--- config.mk ---
export PLATFORM = sky130hd
export DESIGN_NAME = stim_gen
export DESIGN_NICKNAME = d
export VERILOG_FILES = /design/src/rtl/stim_gen_pkg.sv /design/src/rtl/stim_gen_clkdiv.sv /design/src/rtl/stim_gen.sv
export SDC_FILE = /design/constraint.sdc
export NUM_CORES = 1
export LEC_CHECK = 0
export ABC_AREA = 1
export CAP_MARGIN = 20
export CORE_MARGIN = 5
export CORE_UTILIZATION = 35
export CTS_BUF_LIST = sky130_fd_sc_hd__clkbuf_4
export DETAILED_ROUTE_END_ITERATION = 8
export SETUP_SLACK_MARGIN = 0.2
export SYNTH_ARGS = -nofsm -noshare
export SYNTH_HDL_FRONTEND = slang
export SYNTH_SLANG_ARGS = --single-unit
export TNS_END_PERCENT = 100
--- constraint.sdc ---
create_clock -name sys_clk_i -period 6.5 [get_ports sys_clk_i]
set_input_delay 1.3 -clock sys_clk_i [delete_from_list [all_inputs] [get_ports sys_clk_i]]
set_output_delay 1.3 -clock sys_clk_i [all_outputs]
set_load 0.02 [all_outputs]
--- src/rtl/stim_gen_pkg.sv ---
// stim_gen_pkg: shared types and constants for the stimulus generator.
// Holds the state encoding, Fibonacci LFSR tap masks for 8/16/32-bit data,
// the LFSR reset seed and a width-generic LFSR step helper.
package stim_gen_pkg;

   // State codes are visible on state_o, so the encoding is fixed.
   typedef enum logic [1:0] {
      S_IDLE   = 2'd0,
      S_WAIT   = 2'd1,
      S_STREAM = 2'd2,
      S_FLAGS  = 2'd3
   } state_e;

   // Fibonacci tap masks (bit i set = stage i+1 feeds the XOR).
   // 8:  x^8  + x^6  + x^5 + x^4 + 1
   // 16: x^16 + x^14 + x^13 + x^11 + 1
   // 32: x^32 + x^22 + x^2 + x^1 + 1
   localparam logic [31:0] LFSR_TAPS_8  = 32'h0000_00B8;
   localparam logic [31:0] LFSR_TAPS_16 = 32'h0000_B400;
   localparam logic [31:0] LFSR_TAPS_32 = 32'h8020_0003;

   // Seed is all-ones xor 0x5A5A; users truncate it to the data width.
   localparam logic [31:0] LFSR_SEED = 32'hFFFF_FFFF ^ 32'h0000_5A5A;

   // Select the tap mask that matches a supported data width.
   function automatic logic [31:0] lfsr_taps(input int unsigned width);
      logic [31:0] taps;
      case (width)
         32'd8:   taps = LFSR_TAPS_8;
         32'd16:  taps = LFSR_TAPS_16;
         32'd32:  taps = LFSR_TAPS_32;
         default: taps = LFSR_TAPS_16;
      endcase
      return taps;
   endfunction

   // One left-shifting Fibonacci step; the XOR of tapped bits enters at bit 0.
   function automatic logic [31:0] lfsr_step(input logic [31:0] value,
                                              input logic [31:0] taps,
                                              input int unsigned width);
      logic        fb;
      logic [31:0] mask;
      fb   = ^(value & taps);
      mask = (width >= 32'd32) ? 32'hFFFF_FFFF : ((32'd1 << width) - 32'd1);
      return ((value << 1) | {31'd0, fb}) & mask;
   endfunction

endpackage

--- src/rtl/stim_gen_clkdiv.sv ---
// stim_gen_clkdiv: free-running ripple-style divider built as a synchronous
// binary counter. Bit 0 toggles every cycle and bit k toggles when bits
// 0..k-1 are all ones, so bit k has a period of 2^(k+1) cycles.
module stim_gen_clkdiv #(
   parameter int DIV_STAGES = 3
) (
   input  logic                  clk_i,
   input  logic                  rst_i,
   output logic [DIV_STAGES-1:0] div_o
);

   logic [DIV_STAGES-1:0] div_q;
   logic [DIV_STAGES-1:0] div_d;
   logic                  carry_s;

   // Toggle each stage when every lower stage is high.
   always_comb begin
      div_d   = div_q;
      carry_s = 1'b1;
      for (int k = 0; k < DIV_STAGES; k++) begin
         div_d[k] = div_q[k] ^ carry_s;
         carry_s  = carry_s & div_q[k];
      end
   end

   // Divider register, cleared asynchronously so it restarts from zero.
   always_ff @(posedge clk_i or posedge rst_i) begin
      if (rst_i) begin
         div_q <= {DIV_STAGES{1'b0}};
      end else begin
         div_q <= div_d;
      end
   end

   assign div_o = div_q;

endmodule

--- src/rtl/stim_gen.sv ---
// stim_gen: stimulus generator. Runs IDLE -> WAIT -> STREAM -> FLAGS rounds,
// emitting STREAM_LEN valid/ready beats per round, plus a free-running cycle
// counter and clock divider.
// Build option: define STIM_GEN_LFSR_EN to make data_o a Fibonacci LFSR
// (advanced on each accepted beat) instead of an incrementing counter.
import stim_gen_pkg::*;

module stim_gen #(
   parameter int DATA_W     = 16,
   parameter int CNT_W      = 32,
   parameter int DIV_STAGES = 3,
   parameter int IDLE_LEN   = 256,
   parameter int STREAM_LEN = 65536,
   parameter int FLAG_W     = 4
) (
   input  logic                  sys_clk_i,
   input  logic                  sys_rst_i,
   input  logic                  en_i,
   input  logic                  ready_i,
   output logic                  valid_o,
   output logic [DATA_W-1:0]     data_o,
   output logic [DIV_STAGES-1:0] clk_div_o,
   output logic [CNT_W-1:0]      cnt_o,
   output logic [1:0]            state_o,
   output logic [FLAG_W-1:0]     flags_o,
   output logic [7:0]            status_o,
   output logic [15:0]           round_o,
   output logic                  done_o
);

   localparam int PH_W = (IDLE_LEN > 1) ? $clog2(IDLE_LEN) : 1;
   localparam int BT_W = (STREAM_LEN > 1) ? $clog2(STREAM_LEN) : 1;
   localparam logic [PH_W-1:0] PH_LAST = PH_W'(IDLE_LEN - 1);
   localparam logic [BT_W-1:0] BT_LAST = BT_W'(STREAM_LEN - 1);
   localparam logic [FLAG_W-1:0] FLAGS_MAX = {FLAG_W{1'b1}};

   state_e              state_q,  state_d;
   logic [PH_W-1:0]     phase_q,  phase_d;
   logic [BT_W-1:0]     beat_q,   beat_d;
   logic [DATA_W-1:0]   data_q,   data_d;
   logic                valid_q,  valid_d;
   logic [CNT_W-1:0]    cnt_q,    cnt_d;
   logic [FLAG_W-1:0]   flags_q,  flags_d;
   logic [7:0]          status_q, status_d;
   logic [15:0]         round_q,  round_d;
   logic                done_q,   done_d;
   logic                accept_s;
   logic [DATA_W-1:0]   data_nxt_s;

`ifdef STIM_GEN_LFSR_EN
   localparam logic [31:0]       TAPS = lfsr_taps(DATA_W);
   localparam logic [DATA_W-1:0] DATA_RST = LFSR_SEED[DATA_W-1:0];
   logic [31:0] data_step_s;

   // Next LFSR value, used only when a beat is accepted.
   always_comb begin
      data_step_s = lfsr_step(32'(data_q), TAPS, DATA_W);
      data_nxt_s  = data_step_s[DATA_W-1:0];
   end
`else
   localparam logic [DATA_W-1:0] DATA_RST = {DATA_W{1'b0}};

   // Next counter value, used only when a beat is accepted.
   always_comb begin
      data_nxt_s = data_q + DATA_W'(1);
   end
`endif

   assign accept_s = valid_q & ready_i;

   // Next-state and datapath: phase/beat counters clear outside their own
   // states; outputs are registered from the next-state values.
   always_comb begin
      state_d  = state_q;
      phase_d  = {PH_W{1'b0}};
      beat_d   = {BT_W{1'b0}};
      data_d   = data_q;
      flags_d  = flags_q;
      status_d = status_q;
      round_d  = round_q;
      cnt_d    = cnt_q + CNT_W'(1);
      case (state_q)
         S_IDLE: begin
            if (en_i) begin
               state_d = S_WAIT;
            end else begin
               state_d = S_IDLE;
            end
         end
         S_WAIT: begin
            if (!en_i) begin
               state_d = S_IDLE;
            end else if (phase_q == PH_LAST) begin
               state_d = S_STREAM;
            end else begin
               phase_d = phase_q + PH_W'(1);
            end
         end
         S_STREAM: begin
            // A dropped en_i only takes effect once the pending beat is taken.
            if (accept_s) begin
               data_d = data_nxt_s;
               if (beat_q == BT_LAST) begin
                  state_d = S_FLAGS;
               end else if (!en_i) begin
                  state_d = S_IDLE;
               end else begin
                  beat_d = beat_q + BT_W'(1);
               end
            end else begin
               beat_d = beat_q;
            end
         end
         S_FLAGS: begin
            status_d = {status_q[6:0], cnt_q[0]};
            if (flags_q == FLAGS_MAX) begin
               flags_d = {FLAG_W{1'b0}};
               round_d = round_q + 16'd1;
               if (en_i) begin
                  state_d = S_WAIT;
               end else begin
                  state_d = S_IDLE;
               end
            end else begin
               flags_d = flags_q + FLAG_W'(1);
            end
         end
         default: begin
            state_d = S_IDLE;
         end
      endcase
      valid_d = (state_d == S_STREAM);
      done_d  = (state_d == S_FLAGS) && (flags_d == FLAGS_MAX);
   end

   // State and output registers, asynchronously cleared.
   always_ff @(posedge sys_clk_i or posedge sys_rst_i) begin
      if (sys_rst_i) begin
         state_q  <= S_IDLE;
         phase_q  <= {PH_W{1'b0}};
         beat_q   <= {BT_W{1'b0}};
         data_q   <= DATA_RST;
         valid_q  <= 1'b0;
         cnt_q    <= {CNT_W{1'b0}};
         flags_q  <= {FLAG_W{1'b0}};
         status_q <= 8'd0;
         round_q  <= 16'd0;
         done_q   <= 1'b0;
      end else begin
         state_q  <= state_d;
         phase_q  <= phase_d;
         beat_q   <= beat_d;
         data_q   <= data_d;
         valid_q  <= valid_d;
         cnt_q    <= cnt_d;
         flags_q  <= flags_d;
         status_q <= status_d;
         round_q  <= round_d;
         done_q   <= done_d;
      end
   end

   stim_gen_clkdiv #(
      .DIV_STAGES (DIV_STAGES)
   ) u_clkdiv (
      .clk_i (sys_clk_i),
      .rst_i (sys_rst_i),
      .div_o (clk_div_o)
   );

   assign valid_o  = valid_q;
   assign data_o   = data_q;
   assign cnt_o    = cnt_q;
   assign state_o  = state_q;
   assign flags_o  = flags_q;
   assign status_o = status_q;
   assign round_o  = round_q;
   assign done_o   = done_q;

endmodule

==> impl_metrics.tcl <==
set metrics [dict create \
    fp.dieW_microns 133.6 \
    async_reset_ff_share_pct 100.0 \
    post_cts_buffers 0 \
    met2_wirelength_microns 5601 \
    clk_pin_slew_ns 0.16 \
    crit_required_ns 5.20 \
    gp_congestion 0.8449 \
    ant_nets 0 \
    htreeDepth 3 \
    core_area_sq_um 15090 \
    cp_top_family "buffers and inverters" \
    area_delta_synth_final_pct 23.74 \
    slowest_delay_ns 0.68 \
    fin_nets 738 \
    seq_area_frac_synth_pct 50.06 \
    crit_arrival_ns 1.71 \
    wl_per_cell_microns 13.36 \
    fin_crit_ns 3.005 \
    clock-sinks 107 \
    synth_flop_cell "dfrtp_1" \
    dp_hpwl_microns 9103 \
    final_common_cell "nand2_1" \
    leakagePower_nw 3.064 \
    drc 0 \
    fmax_ghz 0.3327 \
    endpoint_kind "output port" \
    post_cts_resized 0 \
    wl_met3_microns 547 \
    grt_pass1_vias 4215 \
    rows 45 \
    numCtsBuffers 9 \
    io_pins 87 \
    initialDrtViolationCount 153 \
    finalWirelength_microns 12290 \
    io_buffers 86 \
    skew_ns 0.02566 \
    via_per_inst 4.697 \
    hp-start "u_clkdiv.div_o[0]" \
    root_buffer "clkbuf_4" \
    grt-ovfl-total 0 \
    grt_max_degree 56 \
    period_share_pct 46.24 \
    tns_ns 0 \
    hold_viol_final 0 \
    dpl.cell_count 904 \
    wl_met1_microns 5977 \
    synth_seq_cells 107 \
    syn_inst 633 \
    vdd.ir_drop.worst_mv 0.09302 \
    synth.distinct_cells 33 \
    critPathLaunchType "register" \
    tightest_slew_ns 0.7456 \
    report.final.slew_viol_count 0 \
    fin_cells 920 \
    clock_latency_ns 0.48 \
    worst_path_max_delay_cell "clkdlybuf4s50_1" \
    hold_buffers 0 \
    yosys_warnings 0 \
    vias 4321 \
    layout_common_cells "159 x nand2_1, 107 x dfrtp_1, 86 x clkdlybuf4s50_1" \
    clk_path_buf_depth 2 \
    power_density_nw_per_um2 241.8 \
    antenna_found_initial 0 \
    synth_fp_nets 644 \
    slew_headroom_pct 50.11 \
    die-area_sq_um 17850 \
    reg2reg_slack_ns 4.53 \
    initial_core_util_pct 35.45 \
    critPathLaunch "state_o[0]" \
    r2r-start "state_o[0]" \
    path_cells "clkdlybuf4s50_1" \
    grt_first_pass_wirelength_microns 20590 \
    status "completed" \
    drive_above_1_share_pct 5.874 \
    path_buf_inv 1 \
    avgSynthCellArea_sq_um 8.450 \
    synth.cell_area_sq_um 5349 \
    cap_violations 0 \
    synth-edff-count 0 \
    die_y_microns 133.6 \
    fillers 1490 \
    top_layer "met4" \
    dr.pass1.iters 4 \
    rsz0062_at_grt "false" \
    antennaDiodeCount 0 \
    hold_class "reg2reg" \
    setup_viol 0 \
    path_class "reg2out" \
    cts_tree "built" \
    track_usage_pct 14.05 \
    crit_path_max_fanout 7 \
]
[cell usage after synthesis (2+ instances only)]
| cell type | n | area, sq um |
|---|---|---|
| or2_2 | 3 | 18.77 |
| inv_2 | 4 | 15.01 |
| nor3_2 | 4 | 40.04 |
| nand3_1 | 38 | 190.2 |
| nor2_1 | 74 | 277.8 |
| o21ai_0 | 15 | 75.07 |
| xor2_1 | 46 | 402.9 |
| dfrtp_1 | 107 | 2678 |
| nor2_8 | 2 | 40.04 |
| nand3b_1 | 3 | 22.52 |
| clkbuf_1 | 2 | 7.510 |
| nand4_1 | 14 | 87.58 |
| xnor2_1 | 16 | 140.1 |
| nor2_2 | 3 | 18.77 |
| nor3_1 | 20 | 100.1 |
| nand2_4 | 2 | 22.52 |
| nand2_1 | 159 | 596.8 |
| ha_1 | 7 | 87.58 |
| nor3b_1 | 2 | 15.01 |
| nor2_4 | 2 | 22.52 |
| o21ai_1 | 12 | 60.06 |
| nand2_2 | 2 | 12.51 |
| a21oi_1 | 9 | 45.04 |
| inv_1 | 77 | 289.0 |
| o22ai_1 | 2 | 12.51 |
[flip-flops by register name, indices dropped and copies added, names as in the netlist]
name,count
phase_q,8
flags_o,4
beat_q,16
u_clkdiv.div_o,3
data_o,16
valid_o,1
done_o,1
round_o,16
cnt_o,32
state_o,2
status_o,8
[where the power goes]
group | switching, mW | total (mW) | internal, mW
registers | 0.0634 | 0.786 | 0.723
clock network | 0.229 | 0.423 | 0.194
logic | 0.236 | 0.391 | 0.155
[final timing paths]
path,endpoint,cells past startpoint
max,state_o[0],1
max reg2reg,data_o[14],10
max in group asynchronous,data_o[6],3
min in group asynchronous,cnt_o[22],2
min reg2reg,u_clkdiv.div_o[0],1
min,u_clkdiv.div_o[0],1
[per-stage QoR]
step	setup slack, ns	instance area (sq um)	power, mW	hold slack [ns]	util, %
6_report	3.495	6619	1.600	0.4622	43.86
5_1_grt	3.423	6619	1.696	0.4986	43.86
4_1_cts	3.432	6619	1.628	0.4753	43.86
3_5_place_dp	3.316	6435	1.197	0.4576	42.65
3_3_place_gp	3.375	6435	1.188	0.4394	42.65
2_1_floorplan	2.383	5349	1.027	0.4326	-
[per-layer routing]
metal  global-route usage [%]  up-vias
met1                    19.41     2026
met4                    4.229        0
met3                    3.172       13
met2                    22.12       92
met5                        0        -
li1                         -     2190
[cells by family (layout without fill, tap and decap cells)]
logic type                 after synthesis  after routing  share of synthesized area (%)
AOI/OAI and AO/OA                       41             41                          4.000
xor gates and xnor gates                63             63                          10.46
adders and majority gates                7              7                          1.637
buffers and inverters                   85            184                          6.058
DFF                                    107            107                          50.06
muxes                                    1              1                         0.2105
and+or+nand+nor                        329            329                          27.58
[final cells by class]
type                            instances  area [sq um]  area share, %
Clock buffer                            9         67.56          1.021
Clock inverter                          7         116.4          1.758
Inverter                               81         306.5          4.631
Multi-Input combinational cell        441          2347          35.46
Sequential cell                       107          2678          40.45
Tap cell                              188         235.2          3.554
Timing Repair Buffer                   87         868.3          13.12
(Power assumes the default switching activity.)
